==> src/rtl/me_pkg.sv <==
// me_pkg: shared types for the memory stage
package me_pkg;
  localparam int ME_DW = 32;
  typedef enum logic [1:0] {MEM_B, MEM_H, MEM_W, MEM_RSV} mem_size_e;
  typedef enum logic [1:0] {IDLE, REQ, WAIT_R} me_state_e;
  typedef struct packed {
    logic               rf_we;
    logic               load;
    logic               we;
    mem_size_e          size;
    logic               uns;
    logic [1:0]         off;
    logic [ME_DW/8-1:0] be;
    logic [ME_DW-1:0]   wdata;
  } me_op_t;
endpackage

==> src/rtl/memory_stage_lsu_align.sv <==
// lsu_align: store lane placement, misalign detection and load extraction
module lsu_align
  import me_pkg::*;
(
  input  mem_size_e          st_size_i,
  input  logic [1:0]         st_off_i,
  input  logic [ME_DW-1:0]   st_data_i,
  output logic [ME_DW/8-1:0] be_o,
  output logic [ME_DW-1:0]   wdata_o,
  output logic               misalign_o,
  input  mem_size_e          ld_size_i,
  input  logic [1:0]         ld_off_i,
  input  logic               ld_unsigned_i,
  input  logic [ME_DW-1:0]   rdata_i,
  output logic [ME_DW-1:0]   ld_data_o
);
  logic [7:0]  b;
  logic [15:0] h;
  // replicate store data across lanes, pick the addressed lane of load data and extend it
  always_comb begin
    be_o = st_size_i == MEM_B ? 4'b0001 << st_off_i : st_size_i == MEM_H ? 4'b0011 << st_off_i : st_size_i == MEM_W ? 4'hF : 4'h0;
    wdata_o = st_size_i == MEM_B ? {4{st_data_i[7:0]}} : st_size_i == MEM_H ? {2{st_data_i[15:0]}} : st_data_i;
    misalign_o = st_size_i == MEM_RSV || (st_size_i == MEM_H && st_off_i[0]) || (st_size_i == MEM_W && st_off_i != 2'd0);
    b = rdata_i[{ld_off_i, 3'b000} +: 8];
    h = ld_off_i[1] ? rdata_i[31:16] : rdata_i[15:0];
    ld_data_o = ld_size_i == MEM_B ? {{24{b[7] & ~ld_unsigned_i}}, b}
              : ld_size_i == MEM_H ? {{16{h[15] & ~ld_unsigned_i}}, h}
              : rdata_i;
  end
endmodule

==> src/rtl/memory_stage.sv <==
// memory_stage: ME pipeline stage issuing data-memory accesses and feeding WB
module memory_stage
  import me_pkg::*;
#(
  parameter int ADDR_W    = 32,
  parameter int DATA_W    = 32,
  parameter int RF_ADDR_W = 5
) (
  input  logic                 clk,
  input  logic                 rst_n,
  input  logic                 ex_valid_i,
  output logic                 ex_ready_o,
  input  logic                 rf_we_i,
  input  logic [RF_ADDR_W-1:0] rf_waddr_i,
  input  logic                 mem_re_i,
  input  logic                 mem_we_i,
  input  logic [1:0]           mem_size_i,
  input  logic                 mem_unsigned_i,
  input  logic [DATA_W-1:0]    alu_result_i,
  input  logic [DATA_W-1:0]    store_data_i,
  output logic                 dmem_req_o,
  output logic                 dmem_we_o,
  output logic [DATA_W/8-1:0]  dmem_be_o,
  output logic [ADDR_W-1:0]    dmem_addr_o,
  output logic [DATA_W-1:0]    dmem_wdata_o,
  input  logic                 dmem_gnt_i,
  input  logic                 dmem_rvalid_i,
  input  logic [DATA_W-1:0]    dmem_rdata_i,
  output logic                 rf_we_o,
  output logic [RF_ADDR_W-1:0] rf_waddr_o,
  output logic                 mem2rf_o,
  output logic [DATA_W-1:0]    mem_rdata_o,
  output logic [DATA_W-1:0]    alu_result_o,
  output logic                 misalign_o
);
  if (DATA_W != ME_DW) begin : g_dw_check
    $error("memory_stage: only DATA_W=32 is supported");
  end
  if (ADDR_W < 3 || ADDR_W > DATA_W) begin : g_aw_check
    $error("memory_stage: ADDR_W must be between 3 and DATA_W");
  end
  me_state_e            state_q, state_d;
  me_op_t               op_q, op_d;
  logic [DATA_W-1:0]    alu_q, ld_data, wdata;
  logic [DATA_W/8-1:0]  be;
  logic [RF_ADDR_W-1:0] waddr_q;
  logic                 accept, is_mem, mis, st_done, ld_done;
  lsu_align u_align (
    .st_size_i    (mem_size_e'(mem_size_i)),
    .st_off_i     (alu_result_i[1:0]),
    .st_data_i    (store_data_i),
    .be_o         (be),
    .wdata_o      (wdata),
    .misalign_o   (mis),
    .ld_size_i    (op_q.size),
    .ld_off_i     (op_q.off),
    .ld_unsigned_i(op_q.uns),
    .rdata_i      (dmem_rdata_i),
    .ld_data_o    (ld_data)
  );
  assign ex_ready_o   = state_q == IDLE;
  assign dmem_req_o   = state_q == REQ;
  assign dmem_we_o    = op_q.we;
  assign dmem_be_o    = op_q.be;
  assign dmem_wdata_o = op_q.wdata;
  assign dmem_addr_o  = {alu_q[ADDR_W-1:2], 2'b00};
  // handshake decode, op capture and next state; rvalid only matters in WAIT_R
  always_comb begin
    accept  = ex_valid_i && state_q == IDLE;
    is_mem  = mem_re_i || mem_we_i;
    st_done = state_q == REQ && dmem_gnt_i && !op_q.load;
    ld_done = state_q == WAIT_R && dmem_rvalid_i;
    op_d    = '{rf_we: rf_we_i, load: mem_re_i, we: mem_we_i && !mem_re_i, size: mem_size_e'(mem_size_i),
                uns: mem_unsigned_i, off: alu_result_i[1:0], be: be, wdata: wdata};
    state_d = state_q == IDLE ? (accept && is_mem && !mis ? REQ : IDLE)
            : state_q == REQ  ? (dmem_gnt_i ? (op_q.load ? WAIT_R : IDLE) : REQ)
            : (dmem_rvalid_i ? IDLE : WAIT_R);
  end
  // FSM state register
  always_ff @(posedge clk) begin
    if (!rst_n) state_q <= IDLE;
    else state_q <= state_d;
  end
  // op register and WB outputs; rf_we_o and misalign_o are single-cycle pulses
  always_ff @(posedge clk) begin
    if (!rst_n) begin
      op_q         <= '0;
      alu_q        <= '0;
      waddr_q      <= '0;
      rf_we_o      <= 1'b0;
      rf_waddr_o   <= '0;
      mem2rf_o     <= 1'b0;
      mem_rdata_o  <= '0;
      alu_result_o <= '0;
      misalign_o   <= 1'b0;
    end else begin
      rf_we_o    <= 1'b0;
      misalign_o <= accept && is_mem && mis;
      if (accept) begin
        op_q    <= op_d;
        alu_q   <= alu_result_i;
        waddr_q <= rf_waddr_i;
      end
      if (accept && !is_mem) begin
        rf_we_o      <= rf_we_i;
        rf_waddr_o   <= rf_waddr_i;
        mem2rf_o     <= 1'b0;
        alu_result_o <= alu_result_i;
      end
      if (st_done) begin
        rf_waddr_o   <= waddr_q;
        mem2rf_o     <= 1'b0;
        alu_result_o <= alu_q;
      end
      if (ld_done) begin
        rf_we_o      <= op_q.rf_we;
        rf_waddr_o   <= waddr_q;
        mem2rf_o     <= 1'b1;
        mem_rdata_o  <= ld_data;
        alu_result_o <= alu_q;
      end
    end
  end
endmodule
==> config.mk <==
export PLATFORM = sky130hd
export DESIGN_NAME = memory_stage
export DESIGN_NICKNAME = d
export VERILOG_FILES = /design/src/rtl/me_pkg.sv /design/src/rtl/memory_stage_lsu_align.sv /design/src/rtl/memory_stage.sv
export SDC_FILE = /design/constraint.sdc
export NUM_CORES = 1
export LEC_CHECK = 0
export BUFFER_PORTS_ARGS = -buffer_cell sky130_fd_sc_hd__buf_2
export CORE_MARGIN = 10
export CORE_UTILIZATION = 50
export CTS_BUF_LIST = sky130_fd_sc_hd__clkbuf_16
export CTS_CLUSTER_SIZE = 8
export DETAILED_ROUTE_END_ITERATION = 8
export HOLD_SLACK_MARGIN = 0.15
export PLACE_DENSITY = 0.87
export SLEW_MARGIN = 20
export SYNTH_ARGS = -nofsm -noshare
export SYNTH_HDL_FRONTEND = slang
export SYNTH_HIERARCHICAL = 1
export SYNTH_SLANG_ARGS = --single-unit
==> constraint.sdc <==
create_clock -name clk -period 3.5 [get_ports clk]
set_input_delay 0.7 -clock clk [delete_from_list [all_inputs] [get_ports clk]]
set_output_delay 0.7 -clock clk [all_outputs]
set_load 0.02 [all_outputs]
# Word-level counts from Yosys, hierarchy flattened
# Cells that the tools add are included.
totals:
  out_inout_bits: 143
  regBits: 155
  in_bits: 112
  elab_cells: 77
op_classes:
  shift: 3
  n_eq_ne: 6
  muxes: 25
  bitwise_logic: 3
  reduce_logical: 23
op_table:
  columns: ["operator", "n"]
  rows:
  - ["32-bit two-way mux", 7]
  - ["32-bit by 6-bit indexed part select with 8-bit output", 1]
  - ["16-bit two-way mux", 1]
  - ["5-bit two-way mux", 3]
  - ["4-bit two-way mux", 3]
  - ["1-bit logical AND", 11]
  - ["2-bit two-way mux", 5]
  - ["2-bit by 1-bit == test with 1-bit output, second input constant", 3]
  - ["2-bit == test, second input constant", 3]
  - ["2-bit logical NOT", 3]
  - ["1-bit two-way mux", 6]
  - ["1-bit logical NOT", 4]
  - ["1-bit by 2-bit << shifter with 4-bit output, first input constant", 1]
  - ["2-bit by 2-bit << shifter with 4-bit output, first input constant", 1]
  - ["1-bit logical OR", 3]
  - ["3-bit nonzero test", 1]
  - ["1-bit AND", 2]
  - ["2-bit nonzero test", 1]
  - ["1-bit inverter", 1]

# Longest topological paths before layout
# Gate-level depths: netlist (run 1).
logic_depth:
  word_depth: 8
  depth_mapped: 7
  mapped_depth_nobuf: 6

# Cells and area by module
# The synthesis (run 1) kept the hierarchy.
modules_own_cells:
  columns: ["module", "seq_area_each_um2", "instances", "area_each_um2", "cells_each"]
  rows:
  - ["memory_stage", 3062.9, 1, 6835.3, 758]
  - ["lsu_align", 0.0, 1, 1561.5, 208]

# Worst setup path before layout (run 1)
# No wires, ideal clock.
synth_timing:
  kind: "input port to flip-flop"
  startpoint: "input mem_re_i"
  endpoint: "register alu_result_o[10]"
  arrival_time_ns: 1.693
  setup_time_ns: 0.119
  t_required_ns: 3.381
  path_buffers: 2
  path_stages: 5
  setup_slack_ns: 1.688
  path_cell_list: "nor2_1 buf_2 clkbuf_1 a21boi_0 o221a_1"
synth_via:
  elab_chain_len: 4
synth_rtl:
  columns: ["element", "line", "source"]
  rows:
  - ["from (decl)", "memory_stage.sv:15", "input logic mem_re_i,"]
  - ["1-bit logical OR", "memory_stage.sv:70", "is_mem = mem_re_i || mem_we_i;"]
  - ["1-bit logical NOT", "memory_stage.sv:104", "if (accept && !is_mem) begin"]
  - ["1-bit logical AND", "memory_stage.sv:104", null]
  - ["3-bit nonzero test (no line)", null, null]
  - ["to (signal assigned)", "memory_stage.sv:108", "alu_result_o <= alu_result_i;"]
  - ["to (signal assigned)", "memory_stage.sv:113", "alu_result_o <= alu_q;"]
  - ["to (signal assigned)", "memory_stage.sv:120", "alu_result_o <= alu_q;"]
  - ["to (decl)", "memory_stage.sv:33", "output logic [DATA_W-1:0] alu_result_o,"]
# Every way passes these cells.
# A chain may end at the register's enable or synchronous reset.

# Final worst setup path (run 1)
layout_timing:
  startpoint: "register state_q[1]"
  endpoint: "register op_q (netlist bit dmem_wdata_o[21])"
layout_via:
  elab_chain_len: 2
layout_rtl:
  columns: ["element", "line", "source"]
  rows:
  - ["from (decl)", "memory_stage.sv:42", "me_state_e state_q, state_d;"]
  - ["from (signal assigned)", "memory_stage.sv:82", "else state_q <= state_d;"]
  - ["2-bit logical NOT", "memory_stage.sv:69", "accept = ex_valid_i && state_q == IDLE;"]
  - ["1-bit logical AND", "memory_stage.sv:69", null]
  - ["to (signal assigned)", "memory_stage.sv:100", "op_q <= op_d;"]
  - ["to (decl)", "memory_stage.sv:43", "me_op_t op_q, op_d;"]
# Every way passes these cells.

==> results of run 1 <==
registers in the layout, indices dropped and copies added (netlist names), 2 cells and up:
| name | count |
|---|---|
| alu_q | 31 |
| waddr_q | 5 |
| alu_result_o | 32 |
| rf_waddr_o | 5 |
| dmem_wdata_o | 32 |
| mem_rdata_o | 32 |
| dmem_be_o | 4 |
| op_q | 6 |
| state_q | 2 |
worst max-delay path by stage:
stage                             to  slack (ps)  cells past startpoint
CTS                 dmem_wdata_o[21]        1440                      4
detailed placement   alu_result_o[5]        1140                      5
global route        dmem_wdata_o[14]        1320                      4
floorplan           alu_result_o[10]        1690                      5
finish              dmem_wdata_o[21]        1440                      4
global placement    alu_result_o[28]        1200                      5
logic make-up after synthesis:
logic type | Yosys count | synth area share [%]
AO/OA/AOI/OAI | 279 | 27.2
buffers and inverters | 172 | 12.7
AND/OR/NAND/NOR | 322 | 17.0
adder cells (fa/ha/maj) | 4 | 0.596
other | 1 | 0.0447
flip-flops | 153 | 36.5
multiplexers | 35 | 5.95
power groups by stage:
stage               Clock, mW  Sequential, mW  Combinational [mW]
floorplan                   0            1.94               0.561
global placement            0            1.92               0.736
detailed placement          0            1.92               0.752
CTS                      1.74            1.88               0.755
global route             1.81            1.89               0.822
finish                   1.70            1.89               0.752
through the flow:
stage	cells	total power, mW	instance area (um^2)	setup WS, ps
2_1_floorplan	967	2.50	8400	1690
3_3_place_gp	1284	2.66	9010	1200
3_5_place_dp	1284	2.67	9010	1140
4_1_cts	1316	4.38	9550	1440
5_1_grt	1316	4.52	9550	1320
6_report	1316	4.34	9550	1440
final cells by class:
| class | count | area share, % |
|---|---|---|
| sequential | 153 | 32.1 |
| clock inverter | 15 | 1.17 |
| inverter | 5 | 0.197 |
| clock buffer | 17 | 4.45 |
| timing repair buffer | 264 | 14.3 |
| tap | 220 | 2.88 |
| multi-input combinational | 642 | 44.9 |
critical path, stage by stage, from the launching register on:
cell	delay, ps
sky130_fd_sc_hd__dfxtp_1	590
sky130_fd_sc_hd__or3b_4	780
sky130_fd_sc_hd__buf_4	370
sky130_fd_sc_hd__nand2_1	80
sky130_fd_sc_hd__a21boi_1	170
cells in the final DEF, fill, tap and decap left out, types with 9 or more instances in the layout:
master / n
sky130_fd_sc_hd__nor2_1: 12
sky130_fd_sc_hd__nand2_1: 242
sky130_fd_sc_hd__mux2i_1: 9
sky130_fd_sc_hd__clkbuf_16: 17
sky130_fd_sc_hd__buf_4: 12
sky130_fd_sc_hd__a21boi_1: 108
sky130_fd_sc_hd__mux2_2: 18
sky130_fd_sc_hd__a311o_1: 37
sky130_fd_sc_hd__nand3_1: 10
sky130_fd_sc_hd__nor2b_1: 35
sky130_fd_sc_hd__buf_2: 251
sky130_fd_sc_hd__a21boi_0: 40
sky130_fd_sc_hd__o221a_1: 37
sky130_fd_sc_hd__o21ai_2: 12
sky130_fd_sc_hd__dfxtp_1: 153
sky130_fd_sc_hd__o21ai_0: 22
layer usage:
layer	vias to the layer above	wire, um	track usage [%]
li1	3543	-	-
met1	3475	9580	23.6
met2	268	11600	32.8
met3	49	1980	7.10
met4	0	560	8.88
met5	-	0	0
==> run summary, run 1 <==
The clock insertion delay at the later pin of the skew report was 410 ps. The run finished with clean final reports. For this configuration, the core starts out at a cell density of 50.8%. Clock-pin slew was measured on the worst setup and hold paths at 60 ps. Hold is met by 448 ps.

The total length of routed wires is 23.7 mm. After synthesis, the largest area contributor takes up 36.5% of total cell area. The startpoint type of the worst setup path is a flip-flop.

Adding up every negative setup slack in the final design gives 0 ps. The Yosys step of the flow raised 6 warnings. The startpoint of the worst register-to-register path is state_q[1]. The floorplan step defined a die boundary enclosing 22400 um^2.

The worst hold path terminates at dmem_wdata_o[12]. After clock tree synthesis, the repair step resized 0 gates. The number of synthesized register bits works out to 153. The total overflow left after global routing is 0. STA puts the critical path data arrival time at 2400 ps.

At the end of the flow the core is filled with cells to 57.8%. The routed design could run at a clock period as short as 2060 ps. Summed over all nets, the half-perimeter wirelength after detailed placement is 16.6 mm.

For the switching power total, the log shows 1.24 mW. Power spread over the standard cell area amounts to 454 nW/um^2. In this run the worst path has a maximum fanout of 62. By area the synthesized netlist is led by sky130_fd_sc_hd__dfxtp_1, sky130_fd_sc_hd__nand2_1, sky130_fd_sc_hd__a21boi_1. From left edge to right edge, the die measures 150 um. The aggregate global-route resource usage was 20.2%; the total setup violations reported at the end of the flow was 0. The leakage dissipation came out at 4.18 nW.

In the synthesized netlist, the cells that appear most often are sky130_fd_sc_hd__nand2_1, sky130_fd_sc_hd__dfxtp_1, sky130_fd_sc_hd__a21boi_1. The post-synthesis sequential area ratio was 36.5%. The congestion estimate from routability-driven global placement came to 0.843. For the worst flop-to-flop path, the logic depth is 4. The post-route netlist has 30.3% of its cells at a drive strength greater than 1. The per-cell via count in the routed design works out to 5.57. Tracing the worst setup path back leads to its startpoint at state_q[1]. Counting flops with a built-in enable in the synthesized netlist gives 0. The final route contains 7335 vias. For this design, the CTS-stage hold fixing added 0 buffers. Setup repair after global routing left no endpoint under its margin. The final setup skew was 5.99 ps; the average wire per standard cell was 18.0 um. After detailed routing, the number of remaining DRC violations is 0. The worst hold path was traced through 2 stages.

The part of the cycle the worst path needs is 59.0%. The path category of the worst min-delay check is flip-flop to flip-flop. Clock tree synthesis found a total of 153 sinks. The flip-flop cell with the highest count after synthesis is sky130_fd_sc_hd__dfxtp_1. The number of clock buffers added by TritonCTS is 17. The number of setup buffers added after CTS is 0. The critical path in this run is classified as flip-flop to flip-flop. Yosys instantiated no cell more often than sky130_fd_sc_hd__nand2_1. Row generation in the floorplan step produced 47 rows. The worst hold path begins at dmem_wdata_o[12].

The share of synthesized registers carrying an async set or reset was 0%. TritonCTS built the clock tree. For this block, the initial DRC count from the detailed router was 644. The number of buffers on the longest clock path was 2; the total internal power was 3.10 mW. The worst pin sits at a relative slew slack of 36.2%. The area growth from synthesis to final layout works out to 13.7%. The total number of H-tree levels was 4. Final number of max-transition violations: 0. Setup slack on the worst reg-to-reg path comes out at 1440 ps.

The number of buffer cells added on primary ports is 252, and the first-pass GRT wire length is 37.1 mm. The maximum number of pins on one net before global-route repair was 96. For this run, the top clock speed supported by timing is 484 MHz.

In this run the remaining antenna-violating nets after routing total 0. The tools report the maximum ir drop on the vdd rail as 0.000316 V. The cell sitting at the root of the clock tree is a sky130_fd_sc_hd__clkbuf_16. From bottom edge to top edge, the die measures 150 um. Sequential standard cell area: 3060 um^2.

Synthesis produced a netlist whose cell count is 966. The initial antenna violation count is 0, and the area of the multi-input gates is 4290 um^2. The run gives 1199 as the count of nets after finishing. The logs give 39.2% for the fraction of power consumed by the clock network and 255 for the top-level port count.

The tools report the endpoint class of the critical path as a flip-flop. Averaged over all synthesized cells, the footprint is 8.69 um^2. The endpoint identified for the worst register-to-register timing path is dmem_wdata_o[21]. In this run, the combinational gates consume 17.3% of the power.

For the post-synthesis instance area, the log shows 8400 um^2. Net switching is 28.7% of the power. The part of the total power dissipated in sequential elements is 43.5%.

Floorplan core area: 16500 um^2. At the pin with the least slew margin, the transition time is 955 ps. For the count of final hold-check violations, the log shows 0. The repair_antennas step left the layout with diodes totalling 0. In this run, distinct cell masters in the synthesized netlist total 44.

The first TritonRoute pass finished after 5 iterations. Top cell type by total area after synthesis: sky130_fd_sc_hd__dfxtp_1. The logs give 0 for the max-capacitance violation count and 1457 for the number of inserted filler cells in the final layout.

At the worst endpoint, the required time is 3830 ps. The number of global-route vias before repair is 7112.
(Power assumes the default switching activity.)
==> run 2, diff against run 1 <==
- CORE_UTILIZATION: 50 -> 47
- PLACE_DENSITY: 0.87 -> 0.86
- clock period: 3.5 -> 1.8 ns (I/O delays scaled with it)
==> run summary, run 2 (synthesis results as in run 1) <==
The tools report the final number of max-transition violations as 0 (unchanged). Endpoint class of the critical path: a flip-flop. The tools report the initial antenna violation count as 3 (+3). The top fanout value on the critical path came out at 62 (unchanged). The number of buffer cells added on primary ports works out to 252 (unchanged).

Worst path required time: 2110 ps (-1720 ps). The number of buffers on the longest clock path was 2 (unchanged). The logs give 20.3% (+0.12 points) for the aggregate global-route resource usage and 8.71 mW (+100%) for the power after layout. The clock insertion delay at the later pin of the skew report was 420 ps (about the same); the part of the cycle the worst path needs was 94.7% (+36 points). Clock period minus worst slack: 1700 ps (-360 ps). The signal on the critical path passes through buf_4 -> nor3b_4 -> buf_12 -> a21boi_0 -> o221a_1. For the count of final hold-check violations, the log shows 0 (unchanged). The global placer's final weighted congestion is 0.861 (+2.1%), and the total number of H-tree levels is 4 (unchanged). The horizontal die dimension came out at 154 um (+2.7%).

The run gives 48 (+2.1%) as the row count. For the remaining global-route overflow, the log shows 0 (unchanged). The placed instance area was 9310 um^2 (+3.3%); the max-capacitance violation count was 0 (unchanged).

The tree is rooted in a sky130_fd_sc_hd__clkbuf_16. The leakage dissipation was 4.35 nW (+4.1%); the share of the core filled with cells in the final layout was 56.8% (-0.96 points). The flow ran to the end, and the final reports show no timing, DRC or antenna violations. Startpoint type of the worst setup path: a flip-flop. The logs give 17.9 mm (+7.5%) for the detailed placement HPWL and 523 (-19%) for the detailed router's first-iteration violation count. For the area of the die, the log shows 23600 um^2 (+5.5%).

The path class of the tightest hold or removal check is input port to flip-flop. Setup repair after global routing left no endpoint under its margin. The first-pass GRT wire length is 39.8 mm (+7.4%). The tools report the count of nets after finishing as 1219 (+1.7%). The commonest non-fill, non-tap cell in the layout is sky130_fd_sc_hd__buf_2. On the critical path, the stage with the largest delay is an instance of sky130_fd_sc_hd__nor3b_4. The cell family contributing the most delay on the critical path is buffers and inverters. The tools report the top-level port count as 255 (unchanged).

The run gives 0 (unchanged) as the number of DRC violations after detailed routing. Maximum number of pins on one net before global-route repair: 65 (-32%). In the layout the commonest cells are sky130_fd_sc_hd__buf_2, sky130_fd_sc_hd__nand2_1, sky130_fd_sc_hd__dfxtp_1, sky130_fd_sc_hd__a21boi_1, sky130_fd_sc_hd__a21boi_0.

The proportion of layout cells with a drive suffix above 1 is 31.9% (+1.6 points), and the number of buffers and inverters on the critical path is 2 (+1). The quantity of hold-fixing buffers added after cts came out at 0 (unchanged). The CTS buffer count is 17 (unchanged). The iteration count of the initial detailed-routing pass is 5 (unchanged), and the fmax is 587 MHz (+21%). The die boundary height is 154 um (+2.7%), and the via count of the routed design is 7586 (+3.4%). The worst relative slew slack was 57.1% (+21 points); the final setup skew was 8.04 ps (+2.05 ps). Summed area of non-filler cells in the final layout: 9900 um^2 (+3.7%). The average wire per standard cell is 18.8 um (+4.3%), and the power density over the cells is 880 nW/um^2 (+94%). The tools report the worst endpoint data arrival time as 2010 ps (-390 ps). The clock transition at the registers of the reported paths is 60 ps (about the same), and the effective utilization at floorplan is 48.2% (-2.6 points).

Type of the worst setup path: flip-flop to flip-flop. The tools report the total length of routed wires as 25.3 mm (+6.5%). The run gives 0 (unchanged) as the setup fix buffers added after clock tree synthesis. For the remaining antenna violation count after routing, the log shows 0 (unchanged).

For the count of clock tree sinks, the log shows 153 (unchanged). The logs give 7439 (+4.6%) for the number of global-route vias before repair and 17400 um^2 (+5.4%) for the floorplan core area. The maximum ir drop on the vdd rail was 0.000652 V (+110%). The per-cell via count in the routed design works out to 5.64 (+1.3%). Transition time at the pin with the least slew margin: 641 ps (-314 ps).

The delay contributed by the slowest stage of the critical path was 360 ps (-420 ps); the area growth from synthesis to final layout was 17.9%. For the total setup violations reported at the end of the flow, the log shows 0 (unchanged). TritonCTS built the clock tree.
## run 2: final timing paths
path	end	cells after the start	startpoint	slack (ps)
min	alu_q[6]	3	alu_result_i[6]	180
max reg2reg	alu_result_o[28]	5	state_q[1]	100
min reg2reg	dmem_wdata_o[20]	2	dmem_wdata_o[20]	450
max	alu_result_o[28]	5	state_q[1]	100
## run 2: cell type report
cell class                 instances  area [um^2]
antenna                            3         7.51
clock buffer                      17          425
clock inverter                    15          136
fill                            1554         7520
inverter                           5         18.8
multi-input combinational        643         4310
sequential                       153         3060
tap                              225          282
timing repair buffer             283         1660
## run 2: metrics by stage
step           setup TNS [ps]  hold slack (ps)  setup WS, ps  std cells
2_1_floorplan               0              432           243        967
3_3_place_gp            -1920              437         -55.6       1308
3_5_place_dp            -2560              443          -101       1308
4_1_cts                     0              166          7.37       1340
5_1_grt                     0              176         0.949       1344
6_report                    0              181          95.6       1344
## run 2: layer usage
layer	part of all wire, %	vias up	GRT usage [%]
li1	-	3592	-
met1	41	3605	23.8
met2	47	320	32.9
met3	8.8	69	6.89
met4	3.3	0	9.27
met5	0	-	0
## run 2: timing repair
item | in CTS | in global routing
setup endpoints to repair | 0 | 42
resized for setup | 0 | 4
endpoints found under the hold margin | 0 | 0
## run 2: power breakdown
| group | internal (mW) | total (mW) | leakage (nW) | switching, mW |
|---|---|---|---|---|
| registers | 3.55 | 3.66 | 1.25 | 0.102 |
| logic | 0.658 | 1.58 | 2.82 | 0.919 |
| clock network | 2.02 | 3.48 | 0.280 | 1.46 |
## run 2: worst reg2reg max path, cell delays in order, from the launching register on
cell and delay, ps:
sky130_fd_sc_hd__dfxtp_1 350, sky130_fd_sc_hd__buf_4 180, sky130_fd_sc_hd__nor3b_4 360, sky130_fd_sc_hd__buf_12 290, sky130_fd_sc_hd__a21boi_0 190, sky130_fd_sc_hd__o221a_1 240
==> run 3, diff against run 2 <==
==> constraint.sdc (replaced) <==
create_clock -name clk -period 1.8 [get_ports clk]
set_input_delay 0 -clock clk [delete_from_list [all_inputs] [get_ports clk]]
set_output_delay 0 -clock clk [all_outputs]
set_load 0.02 [all_outputs]
==> run summary, run 3 (synthesis results as in run 1) <==
The run gives 0 (unchanged) as the total setup violations reported at the end of the flow. The path category of the worst min-delay check was input port to flip-flop. The logs give 1 (-2) for the initial antenna violation count and 0 (unchanged) for the remaining antenna violation count after routing. The tools report the total number of H-tree levels as 4 (unchanged). The number of buffer cells added on primary ports was 252 (unchanged).

The count of clock tree sinks is 153 (unchanged), and the per-cell via count in the routed design is 5.76 (+2.1%). Cell family contributing the most delay on the critical path: simple AND/OR/NAND/NOR gates. The minimum setup slack in the final design was 84.5 ps (-11.1 ps); the average wire per standard cell was 19.8 um (+5.4%). For the area of the die, the log shows 23600 um^2 (unchanged). Final number of max-transition violations: 0 (unchanged). The run gives 1333 (+9.4%) as the count of nets after finishing. The run finished with clean final reports.

Iteration count of the initial detailed-routing pass: 6 (+1). The depth of the most critical reg-to-reg path works out to 5 (unchanged). The logic gate share of total power was 19.5% (+1.4 points).

The logs give 17 (unchanged) for the CTS buffer count and 664 (+27%) for the detailed router's first-iteration violation count. The number of buffers on the longest clock path was 2 (unchanged). For the via count of the routed design, the log shows 8391 (+11%).

In the layout the commonest cells are sky130_fd_sc_hd__buf_2, sky130_fd_sc_hd__nand2_1, sky130_fd_sc_hd__dfxtp_1, sky130_fd_sc_hd__dlygate4sd3_1, sky130_fd_sc_hd__a21boi_1. By startpoint and endpoint, the worst setup path is classified as flip-flop to flip-flop. First-pass GRT wire length: 44.9 mm (+13%).

The power density over the cells was 847 nW/um^2 (-3.8%); the number of inserted filler cells in the final layout was 1311 (-16%). The startpoint of the worst register-to-register path is op_q[39]. The fraction of power consumed by the clock network was 41.5% (+1.6 points).

The top-level port count is 255 (unchanged). The switching part of the total came out at 27.4% (-1.1 points). For the count of final hold-check violations, the log shows 0 (unchanged). The clock transition at the registers of the reported paths was 60 ps (about the same); the aggregate global-route resource usage was 22.9% (+2.6 points). The startpoint identified for the worst hold timing path is ex_valid_i. The top fanout value on the critical path works out to 12 (-81%).

The proportion of layout cells with a drive suffix above 1 is 28.5% (-3.4 points). The worst hold-check slack is 214 ps (+32.4 ps), and the area growth from synthesis to final layout is 32.0%. The library cell used most frequently in the layout, excluding fill and tap cells, is sky130_fd_sc_hd__buf_2. The tools report the count of placed standard cells including taps as 1304 (-0.31%). The leakage dissipation came out at 4.86 nW (+12%). The horizontal die dimension is 154 um (unchanged). For the filler-free cell count of the finished design, the log shows 1456 (+8.3%). Worst hold path stage count: 5 (+2).

The clock insertion delay at the later pin of the skew report was 420 ps (about the same). The worst relative slew slack was 56.8% (-0.30 points). The maximum ir drop on the vdd rail is 0.000672 V (+3.1%). STA classifies the critical path endpoint as a flip-flop. The global placer's final weighted congestion was 0.830 (-3.6%). For hold timing, the worst endpoint is waddr_q[4]. The logs give 80 ps (about the same) for the worst-case register-to-register setup slack and 2.57 mW (+3.6%) for the switching power total. The final setup skew is 11.5 ps (+3.50 ps), and the clock period minus worst slack is 1720 ps (+11.1 ps). The share of the core filled with cells in the final layout is 63.6% (+6.8 points). Fmax: 583 MHz (-0.65%).

The largest individual stage delay along the critical path comes from the cell sky130_fd_sc_hd__dfxtp_1. The part of the cycle the worst path needs was 95.3% (+0.62 points); the setup fix buffers added after clock tree synthesis was 0 (unchanged). The logs give 17.6 mm (-1.6%) for the detailed placement HPWL and 8329 (+12%) for the number of global-route vias before repair.

The remaining global-route overflow is 0 (unchanged), and the number of DRC violations after detailed routing is 0 (unchanged). TritonCTS built the clock tree. The endpoint of the most critical register-to-register path is mem_rdata_o[28]. The transition time at the pin with the least slew margin was 646 ps (+4.52 ps). For the floorplan core area, the log shows 17400 um^2 (unchanged).

For the power after layout, the log shows 9.39 mW (+7.7%). Setup repair after global routing could not meet its margin everywhere. The worst setup path is launched from a flip-flop. The run gives 18.9 ps (+120 ps) as the worst setup slack after placement.

For the row count, the log shows 48 (unchanged). The tools report the part of the total power dissipated in sequential elements as 39.0% (-3.0 points). The effective utilization at floorplan is 48.2% (unchanged), and the max-capacitance violation count is 0 (unchanged). The delay contributed by the slowest stage of the critical path was 460 ps (+100 ps). The total length of routed wires is 28.9 mm (+14%), and the worst path required time is 2160 ps (+50 ps). The critical path goes through nor2_1 -> nand3_2 -> o21ai_2 -> nand2_1 -> a21boi_1. The die boundary height came out at 154 um (unchanged).

Clock tree synthesis selected as its root buffer the cell sky130_fd_sc_hd__clkbuf_16. For the maximum number of pins on one net before global-route repair, the log shows 63 (-3.1%). Number of buffers and inverters on the critical path: 0 (-2).

For the worst endpoint data arrival time, the log shows 2080 ps (+70 ps). The run gives 6.82 mW (+9.4%) as the total internal power.
==> run 3: cell type report <==
| type | instances | area, um^2 | area share, % |
|---|---|---|---|
| diodes | 1 | 2.50 | 0.0226 |
| clock buffers | 17 | 425 | 3.84 |
| clock inverters | 15 | 206 | 1.86 |
| inverters | 5 | 18.8 | 0.169 |
| multi-input cells | 644 | 4310 | 38.9 |
| flip-flops and latches | 153 | 3060 | 27.6 |
| well taps | 225 | 282 | 2.54 |
| repair buffers | 396 | 2770 | 25.0 |
==> run 3: power by group through the flow <==
stage,logic [mW],clock network [mW],registers [mW]
2_1_floorplan,1.09,0,3.77
6_report,1.83,3.90,3.66
3_3_place_gp,1.52,0,3.72
5_1_grt,1.96,4.08,3.68
4_1_cts,1.76,3.98,3.65
3_5_place_dp,1.55,0,3.73
==> run 3: through the flow <==
step	area (um^2)	TNS, ps
after floorplan	8400	0
after global placement	9250	0
after detailed placement	9250	0
after CTS	11000	0
after global routing	11100	-32.7
final	11100	0
==> run 3: metal layers <==
layer | global-route usage, % | vias up | part of all wire, % | wire [um]
li1 | - | 3814 | - | -
met1 | 25.8 | 3942 | 37 | 10800
met2 | 38.0 | 508 | 49 | 14100
met3 | 6.97 | 127 | 8.9 | 2580
met4 | 12.5 | 0 | 4.9 | 1420
met5 | 0 | - | 0 | 0
==> run 3: tightest hold or removal path, delay by kind of cell <==
family / cells / cell delay [ps]
and+or+nand+nor: 2 / 250
AOI/OAI and AO/OA: 1 / 50
buffers and inverters: 2 / 280
==> run 3: how the worst max path moves through the flow <==
stage	startpoint	endpoint	slack (ps)	depth (start not counted)
final	op_q[39]	mem_rdata_o[28]	80	5
after CTS	state_q[1]	alu_result_o[17]	0.3	3
after global routing	state_q[0]	alu_result_o[16]	-20	5
after global placement	state_q[0]	alu_result_o[31]	40	4
after detailed placement	state_q[0]	alu_result_o[30]	20	4
after floorplan	op_q[36]	mem_rdata_o[19]	240	7
==> run 3: repair_timing <==
| item | in CTS | in global routing |
|---|---|---|
| resized for setup | 0 | 4 |
| hold endpoints to repair | 152 | 0 |
| hold buffers | 117 | 0 |
| setup endpoints to repair | 0 | 43 |
